==> src/rtl/ibus_responder_pkg.sv <==
// Shared CPU definitions for the instruction-bus responder: FSM state type and
// memory response codes.
package ibus_responder_pkg;

  typedef enum logic [2:0] {
    IDLE      = 3'd0,
    ADDR      = 3'd1,
    DATA      = 3'd2,
    ADDR_DROP = 3'd3,
    DATA_DROP = 3'd4
  } ibus_resp_state_t;

  localparam logic [1:0] MEM_RESP_OKAY = 2'b00;

  function automatic logic is_word_aligned(input logic [1:0] lsb);
    return lsb == 2'b00;
  endfunction

endpackage

==> src/rtl/ibus_responder_if.sv <==
// Fetch-side ibus handshake plus AXI-lite-style memory read channel.
// The slave modport is the responder; master is the surrounding fetch/memory side.
interface ibus_responder_if #(
  parameter int DATA_WIDTH = 32,
  parameter int ADDR_WIDTH = 32
);
  logic                  ibus_read;
  logic [ADDR_WIDTH-1:0] ibus_addr;
  logic                  ibus_ready;
  logic                  ibus_flush;
  logic                  ibus_valid;
  logic [DATA_WIDTH-1:0] ibus_rddata;
  logic                  ibus_err;

  logic                  mem_arvalid;
  logic [ADDR_WIDTH-1:0] mem_araddr;
  logic                  mem_arready;
  logic                  mem_rvalid;
  logic [DATA_WIDTH-1:0] mem_rdata;
  logic [1:0]            mem_rresp;
  logic                  mem_rready;

  modport slave (
    input  ibus_read, ibus_addr, ibus_flush,
    input  mem_arready, mem_rvalid, mem_rdata, mem_rresp,
    output ibus_ready, ibus_valid, ibus_rddata, ibus_err,
    output mem_arvalid, mem_araddr, mem_rready
  );

  modport master (
    output ibus_read, ibus_addr, ibus_flush,
    output mem_arready, mem_rvalid, mem_rdata, mem_rresp,
    input  ibus_ready, ibus_valid, ibus_rddata, ibus_err,
    input  mem_arvalid, mem_araddr, mem_rready
  );
endinterface

==> src/rtl/ibus_responder.sv <==
// Uncached ibus responder: one single-beat memory read per accepted fetch,
// flushable at any point while still completing the memory-side handshake.
module ibus_responder
  import ibus_responder_pkg::*;
#(
  parameter int DATA_WIDTH = 32,
  parameter int ADDR_WIDTH = 32
) (
  input  logic             clk,
  input  logic             rst_n,
  ibus_responder_if.slave  bus
);

  ibus_resp_state_t      r_state, w_next;
  logic                  r_valid, r_err, r_arvalid, r_rready;
  logic [DATA_WIDTH-1:0] r_rddata;
  logic [ADDR_WIDTH-1:0] r_araddr;
  logic                  w_accept, w_aligned, w_rsp_take;

  assign w_aligned  = is_word_aligned(bus.ibus_addr[1:0]);
  assign w_accept   = (r_state == IDLE) & bus.ibus_read & ~bus.ibus_flush;
  assign w_rsp_take = (r_state == DATA) & bus.mem_rvalid & ~bus.ibus_flush;

  always_comb begin
    w_next = r_state;
    case (r_state)
      IDLE:      if (w_accept && w_aligned) w_next = ADDR;
      ADDR: begin
        if (bus.mem_arready)      w_next = bus.ibus_flush ? DATA_DROP : DATA;
        else if (bus.ibus_flush)  w_next = ADDR_DROP;
      end
      // A flush coinciding with rvalid completes the beat, so no drop state is needed.
      DATA: begin
        if (bus.mem_rvalid)       w_next = IDLE;
        else if (bus.ibus_flush)  w_next = DATA_DROP;
      end
      ADDR_DROP: if (bus.mem_arready) w_next = DATA_DROP;
      DATA_DROP: if (bus.mem_rvalid)  w_next = IDLE;
      default:   w_next = IDLE;
    endcase
  end

  always_ff @(posedge clk or negedge rst_n) begin
    if (!rst_n) begin
      r_state   <= IDLE;
      r_valid   <= 1'b0;
      r_rddata  <= '0;
      r_err     <= 1'b0;
      r_arvalid <= 1'b0;
      r_araddr  <= '0;
      r_rready  <= 1'b0;
    end else begin
      r_state   <= w_next;
      // Memory-side strobes decode the next state so they are pure flops.
      r_arvalid <= (w_next == ADDR) || (w_next == ADDR_DROP);
      r_rready  <= (w_next == DATA) || (w_next == DATA_DROP);
      r_valid   <= 1'b0;
      if (w_accept && w_aligned) begin
        r_araddr <= {bus.ibus_addr[ADDR_WIDTH-1:2], 2'b00};
      end
      if (w_accept && !w_aligned) begin
        r_valid  <= 1'b1;
        r_rddata <= '0;
        r_err    <= 1'b1;
      end
      if (w_rsp_take) begin
        r_valid  <= 1'b1;
        r_rddata <= bus.mem_rdata;
        r_err    <= (bus.mem_rresp != MEM_RESP_OKAY);
      end
    end
  end

  assign bus.ibus_ready  = (r_state == IDLE);
  assign bus.ibus_valid  = r_valid;
  assign bus.ibus_rddata = r_rddata;
  assign bus.ibus_err    = r_err;
  assign bus.mem_arvalid = r_arvalid;
  assign bus.mem_araddr  = r_araddr;
  assign bus.mem_rready  = r_rready;

endmodule

==> src/flat_wrapper.sv <==
// flat-port wrapper written by rule: the top's interface ports become plain ports
module ibus_responder_flat import ibus_responder_pkg::*;
#(
  parameter int DATA_WIDTH = 32,
  parameter int ADDR_WIDTH = 32
)
  (clk, rst_n, bus_ibus_read, bus_ibus_addr, bus_ibus_flush, bus_mem_arready, bus_mem_rvalid, bus_mem_rdata, bus_mem_rresp, bus_ibus_ready, bus_ibus_valid, bus_ibus_rddata, bus_ibus_err, bus_mem_arvalid, bus_mem_araddr, bus_mem_rready);
  ibus_responder_if #(.DATA_WIDTH(DATA_WIDTH), .ADDR_WIDTH(ADDR_WIDTH)) bus_i ();
  input  logic clk;
  input  logic rst_n;
  input wire logic [$bits(bus_i.ibus_read)-1:0] bus_ibus_read;
  input wire logic [$bits(bus_i.ibus_addr)-1:0] bus_ibus_addr;
  input wire logic [$bits(bus_i.ibus_flush)-1:0] bus_ibus_flush;
  input wire logic [$bits(bus_i.mem_arready)-1:0] bus_mem_arready;
  input wire logic [$bits(bus_i.mem_rvalid)-1:0] bus_mem_rvalid;
  input wire logic [$bits(bus_i.mem_rdata)-1:0] bus_mem_rdata;
  input wire logic [$bits(bus_i.mem_rresp)-1:0] bus_mem_rresp;
  output wire logic [$bits(bus_i.ibus_ready)-1:0] bus_ibus_ready;
  output wire logic [$bits(bus_i.ibus_valid)-1:0] bus_ibus_valid;
  output wire logic [$bits(bus_i.ibus_rddata)-1:0] bus_ibus_rddata;
  output wire logic [$bits(bus_i.ibus_err)-1:0] bus_ibus_err;
  output wire logic [$bits(bus_i.mem_arvalid)-1:0] bus_mem_arvalid;
  output wire logic [$bits(bus_i.mem_araddr)-1:0] bus_mem_araddr;
  output wire logic [$bits(bus_i.mem_rready)-1:0] bus_mem_rready;
  assign bus_i.ibus_read = bus_ibus_read;
  assign bus_i.ibus_addr = bus_ibus_addr;
  assign bus_i.ibus_flush = bus_ibus_flush;
  assign bus_i.mem_arready = bus_mem_arready;
  assign bus_i.mem_rvalid = bus_mem_rvalid;
  assign bus_i.mem_rdata = bus_mem_rdata;
  assign bus_i.mem_rresp = bus_mem_rresp;
  assign bus_ibus_ready = bus_i.ibus_ready;
  assign bus_ibus_valid = bus_i.ibus_valid;
  assign bus_ibus_rddata = bus_i.ibus_rddata;
  assign bus_ibus_err = bus_i.ibus_err;
  assign bus_mem_arvalid = bus_i.mem_arvalid;
  assign bus_mem_araddr = bus_i.mem_araddr;
  assign bus_mem_rready = bus_i.mem_rready;
  ibus_responder #(.DATA_WIDTH(DATA_WIDTH), .ADDR_WIDTH(ADDR_WIDTH)) u_core (.clk(clk), .rst_n(rst_n), .bus(bus_i));
endmodule
==> config.mk <==
export PLATFORM = sky130hd
export DESIGN_NAME = ibus_responder_flat
export DESIGN_NICKNAME = d
export VERILOG_FILES = /design/src/rtl/ibus_responder_pkg.sv /design/src/rtl/ibus_responder_if.sv /design/src/rtl/ibus_responder.sv /design/src/flat_wrapper.sv
export SDC_FILE = /design/constraint.sdc
export NUM_CORES = 1
export LEC_CHECK = 0
export BUFFER_PORTS_ARGS = -buffer_cell sky130_fd_sc_hd__buf_2
export CAP_MARGIN = 20
export CORE_ASPECT_RATIO = 0.9
export CORE_MARGIN = 5
export CORE_UTILIZATION = 32
export DETAILED_ROUTE_END_ITERATION = 8
export SYNTH_ARGS = -nofsm -noshare
export SYNTH_HDL_FRONTEND = slang
export SYNTH_SLANG_ARGS = --single-unit
==> constraint.sdc <==
create_clock -name clk -period 1.9 [get_ports clk]
set_input_delay 0.095 -clock clk [delete_from_list [all_inputs] [get_ports clk]]
set_output_delay 0.095 -clock clk [all_outputs]
set_load 0.01 [all_outputs]
==> flow_summary.toml <==
[outcome]
status = "finished clean"

[floorplanning]
initial_core_util_pct = 33.0
die_x_um = 113
die_area_um2 = 11500
ios = 141
die_h_um = 102
fp.coreArea_um2 = 9170
row_count = 33

[place]
port_buffers = 138
dp.cells = 464
place_hpwl_um = 5520
place_area_um2 = 3870
place_congestion = 0.744

[detailed_routing]
avgViaCountPerCell = 4.54
dr.pass1.iters = 4
finalWirelength_um = 8050
vias = 2456
ant_nets = 0
drt_iter0_drc = 46
drc_errors = 0
post_drt_wl_per_cell_um = 14.9

[global_route]
grt.total_usage_pct = 14.1
grt_pass1_vias = 2568
antenna_found_initial = 0
grt_max_degree = 38
met3_usage_pct = 5.15
grt_pass1_wl_um = 12900
grt.overflow.total = 0
gr-usage-met2_pct = 23.1
grt.busiest_layer = "met2"
grt_use_met1_pct = 17.7

[logic_synthesis]
ys_seq_elements = 69
ys_seq_area_share_pct = 57.0
synth-simple-area-share_pct = 3.06
synth_top_family_by_area = "multiplexers"
synth-compound-area-share_pct = 11.8
yosysWarnings = 0
synth_mux_area_share_pct = 23.4
ys_types = 30
synthAdderAreaFrac_pct = 0
synthCells = 214
avgSynthCellArea_um2 = 14.2
synth-xor-area-share_pct = 0.289
synth_area_um2 = 3030

[timing]
fin_hold_ws_ps = 35.4
finalCritPeriodShare_pct = 95.0
rsz0062_at_grt = "no"
final_hold_viol_count = 0
fin_skew_ps = 3.74
finalMaxSlewViolations = 0
fmax_mhz = 554
setup_viol = 0
period_minus_slack_ps = 1800

[final_layout]
postLayoutCellArea_um2 = 4690
stdcell_count = 541
num_antenna_cells = 0
drive_above_1_share_pct = 53.7
fin_nets = 488
fillers = 839
layout.area.seq_um2 = 1730
multi_input_area_um2 = 1180
final_util_pct = 51.2
area_growth_pct = 54.8

[clock_tree]
cts_buffers = 9
clockRootBuffer = "clkbuf_8"
cts_resized = 0
post_cts_buffers = 0
insertion_delay_ps = 340
cts.sinks = 69
cts_tree = "yes"
cts_max_path_buffers = 2
ctsHtreeMaxLevel = 3
clk_pin_slew_ps = 70

[pwr]
powerDensity_nw_per_um2 = 833
p_leak_uw = 0.00239
ir_drop_uv = 458
total_power_uw = 3910

[critical_path]
worstSetupPathType = "flip-flop to flip-flop"
cp_max_fo = 32
ff2ff_path_depth = 4
path_cells = "or3_1 -> nor4_4 -> buf_12 -> mux2_2"
startpoint_type = "flip-flop"
required_ps = 2120
crit_path_end_kind = "flip-flop"
worstPathArrival_ps = 2020
max_stage_delay_ps = 420
worst_path_max_delay_cell = "or3_1"

[hold_path]
hold_path.class = "input pin to flip-flop"
hold_depth = 2

[job]
maxCapViolCount = 0
metrics by stage:
stage,setup TNS [ps],worst slack [ps]
global placement,0,114
finish,0,95.3
floorplan,-2390,-87.0
detailed placement,0,94.6
CTS,0,82.2
global route,0,6.88
logic make-up (layout without fill, tap and decap cells):
logic type,count (synthesis),count (layout)
AND/OR/NAND/NOR,13,13
AO/OA/AOI/OAI,43,43
buffers and inverters,24,228
flip-flops,69,69
XOR/XNOR,1,1
other,1,2
multiplexers,63,63
routing by layer:
layer  part of all wire [%]  wire length, um
met5                      0                0
met4                   0.81               65
met3                    6.8              545
met2                     50             4010
met1                     43             3420
report_power, final:
group	switching, uW	leakage (uW)	total [uW]	internal [uW]
combinational	454	0.00140	977	523
sequential	113	0.000895	1820	1710
clock	508	0.0000974	1110	600
timing repair:
action	4_1_cts	5_1_grt
hold buffers	63	0
endpoints found under the hold margin	94	0
setup endpoints to repair	0	0
critical path, delay by kind of cell, from the launching register on:
| kind | cells | cell delay (ps) |
|---|---|---|
| flip-flops | 1 | 370 |
| multiplexers | 1 | 360 |
| buffers and inverters | 1 | 250 |
| AND/OR/NAND/NOR | 2 | 700 |
state kept, by name, indices dropped and copies added, names as in the netlist:
register,flops
u_core.bus.ibus_rddata,32
u_core.bus.mem_araddr,30
u_core.r_state,3
u_core.bus.ibus_err,1
u_core.bus.ibus_valid,1
u_core.bus.mem_arvalid,1
u_core.bus.mem_rready,1
cell usage in the layout, fill, tap and decap left out, types with 2 or more instances in the layout:
cell           count
clkbuf_8          13
dfrtp_1           69
o31a_1            32
buf_2            137
conb_1             2
buf_12             3
mux2_1             3
inv_1              3
o21ai_0            3
buf_4              8
nor2b_1            2
dlygate4sd3_1     63
mux2_2            60
a21o_1             2
o31ai_1            2
Yosys cell counts:
| cell | n | share of area, % |
|---|---|---|
| buf_6 | 4 | 1.5 |
| o32ai_1 | 1 | 0.29 |
| inv_1 | 3 | 0.37 |
| dfrtp_1 | 69 | 57 |
| nor4bb_1 | 1 | 0.33 |
| nand4_1 | 1 | 0.21 |
| o41ai_1 | 1 | 0.29 |
| buf_4 | 2 | 0.50 |
| mux2_1 | 3 | 1.1 |
| o211a_1 | 1 | 0.33 |
| nor3_1 | 1 | 0.17 |
| a21o_1 | 2 | 0.50 |
| nand2_1 | 1 | 0.12 |
| o31ai_1 | 2 | 0.50 |
| o31a_1 | 32 | 9.3 |
| nor2_1 | 2 | 0.25 |
| conb_1 | 1 | 0.12 |
| xnor2_1 | 1 | 0.29 |
| mux2_2 | 60 | 22 |
| nor2b_1 | 2 | 0.41 |
| nand2b_1 | 1 | 0.21 |
| or3_1 | 1 | 0.21 |
| nor4_4 | 1 | 0.70 |
| buf_2 | 2 | 0.33 |
| or2_2 | 1 | 0.21 |
| o21ai_0 | 3 | 0.50 |
| buf_1 | 2 | 0.25 |
| nor3b_1 | 1 | 0.25 |
| clkbuf_1 | 11 | 1.4 |
| a21oi_1 | 1 | 0.17 |
area by class of cell:
| cell class | count | share of cell area, % |
|---|---|---|
| clock inverters | 1 | 0.107 |
| flip-flops and latches | 69 | 36.8 |
| multi-input cells | 122 | 25.1 |
| repair buffers | 211 | 30.6 |
| clock buffers | 13 | 3.82 |
| well taps | 122 | 3.26 |
| inverters | 3 | 0.240 |
worst paths after layout:
| kind | end | slack [ps] | start |
|---|---|---|---|
| setup / recovery | u_core.bus.mem_araddr[8] | 100 | u_core.r_state[1] |
| hold / removal | u_core.r_state[2] | 40 | bus_mem_rvalid |
| setup reg to reg | u_core.bus.mem_araddr[8] | 100 | u_core.r_state[1] |
| hold reg to reg | u_core.bus.mem_araddr[23] | 490 | u_core.bus.mem_araddr[23] |
| max in group asynchronous | u_core.bus.ibus_rddata[25] | 1090 | rst_n |
| min in group asynchronous | u_core.bus.mem_araddr[3] | 250 | rst_n |
Power figures use the tool's default switching activity.
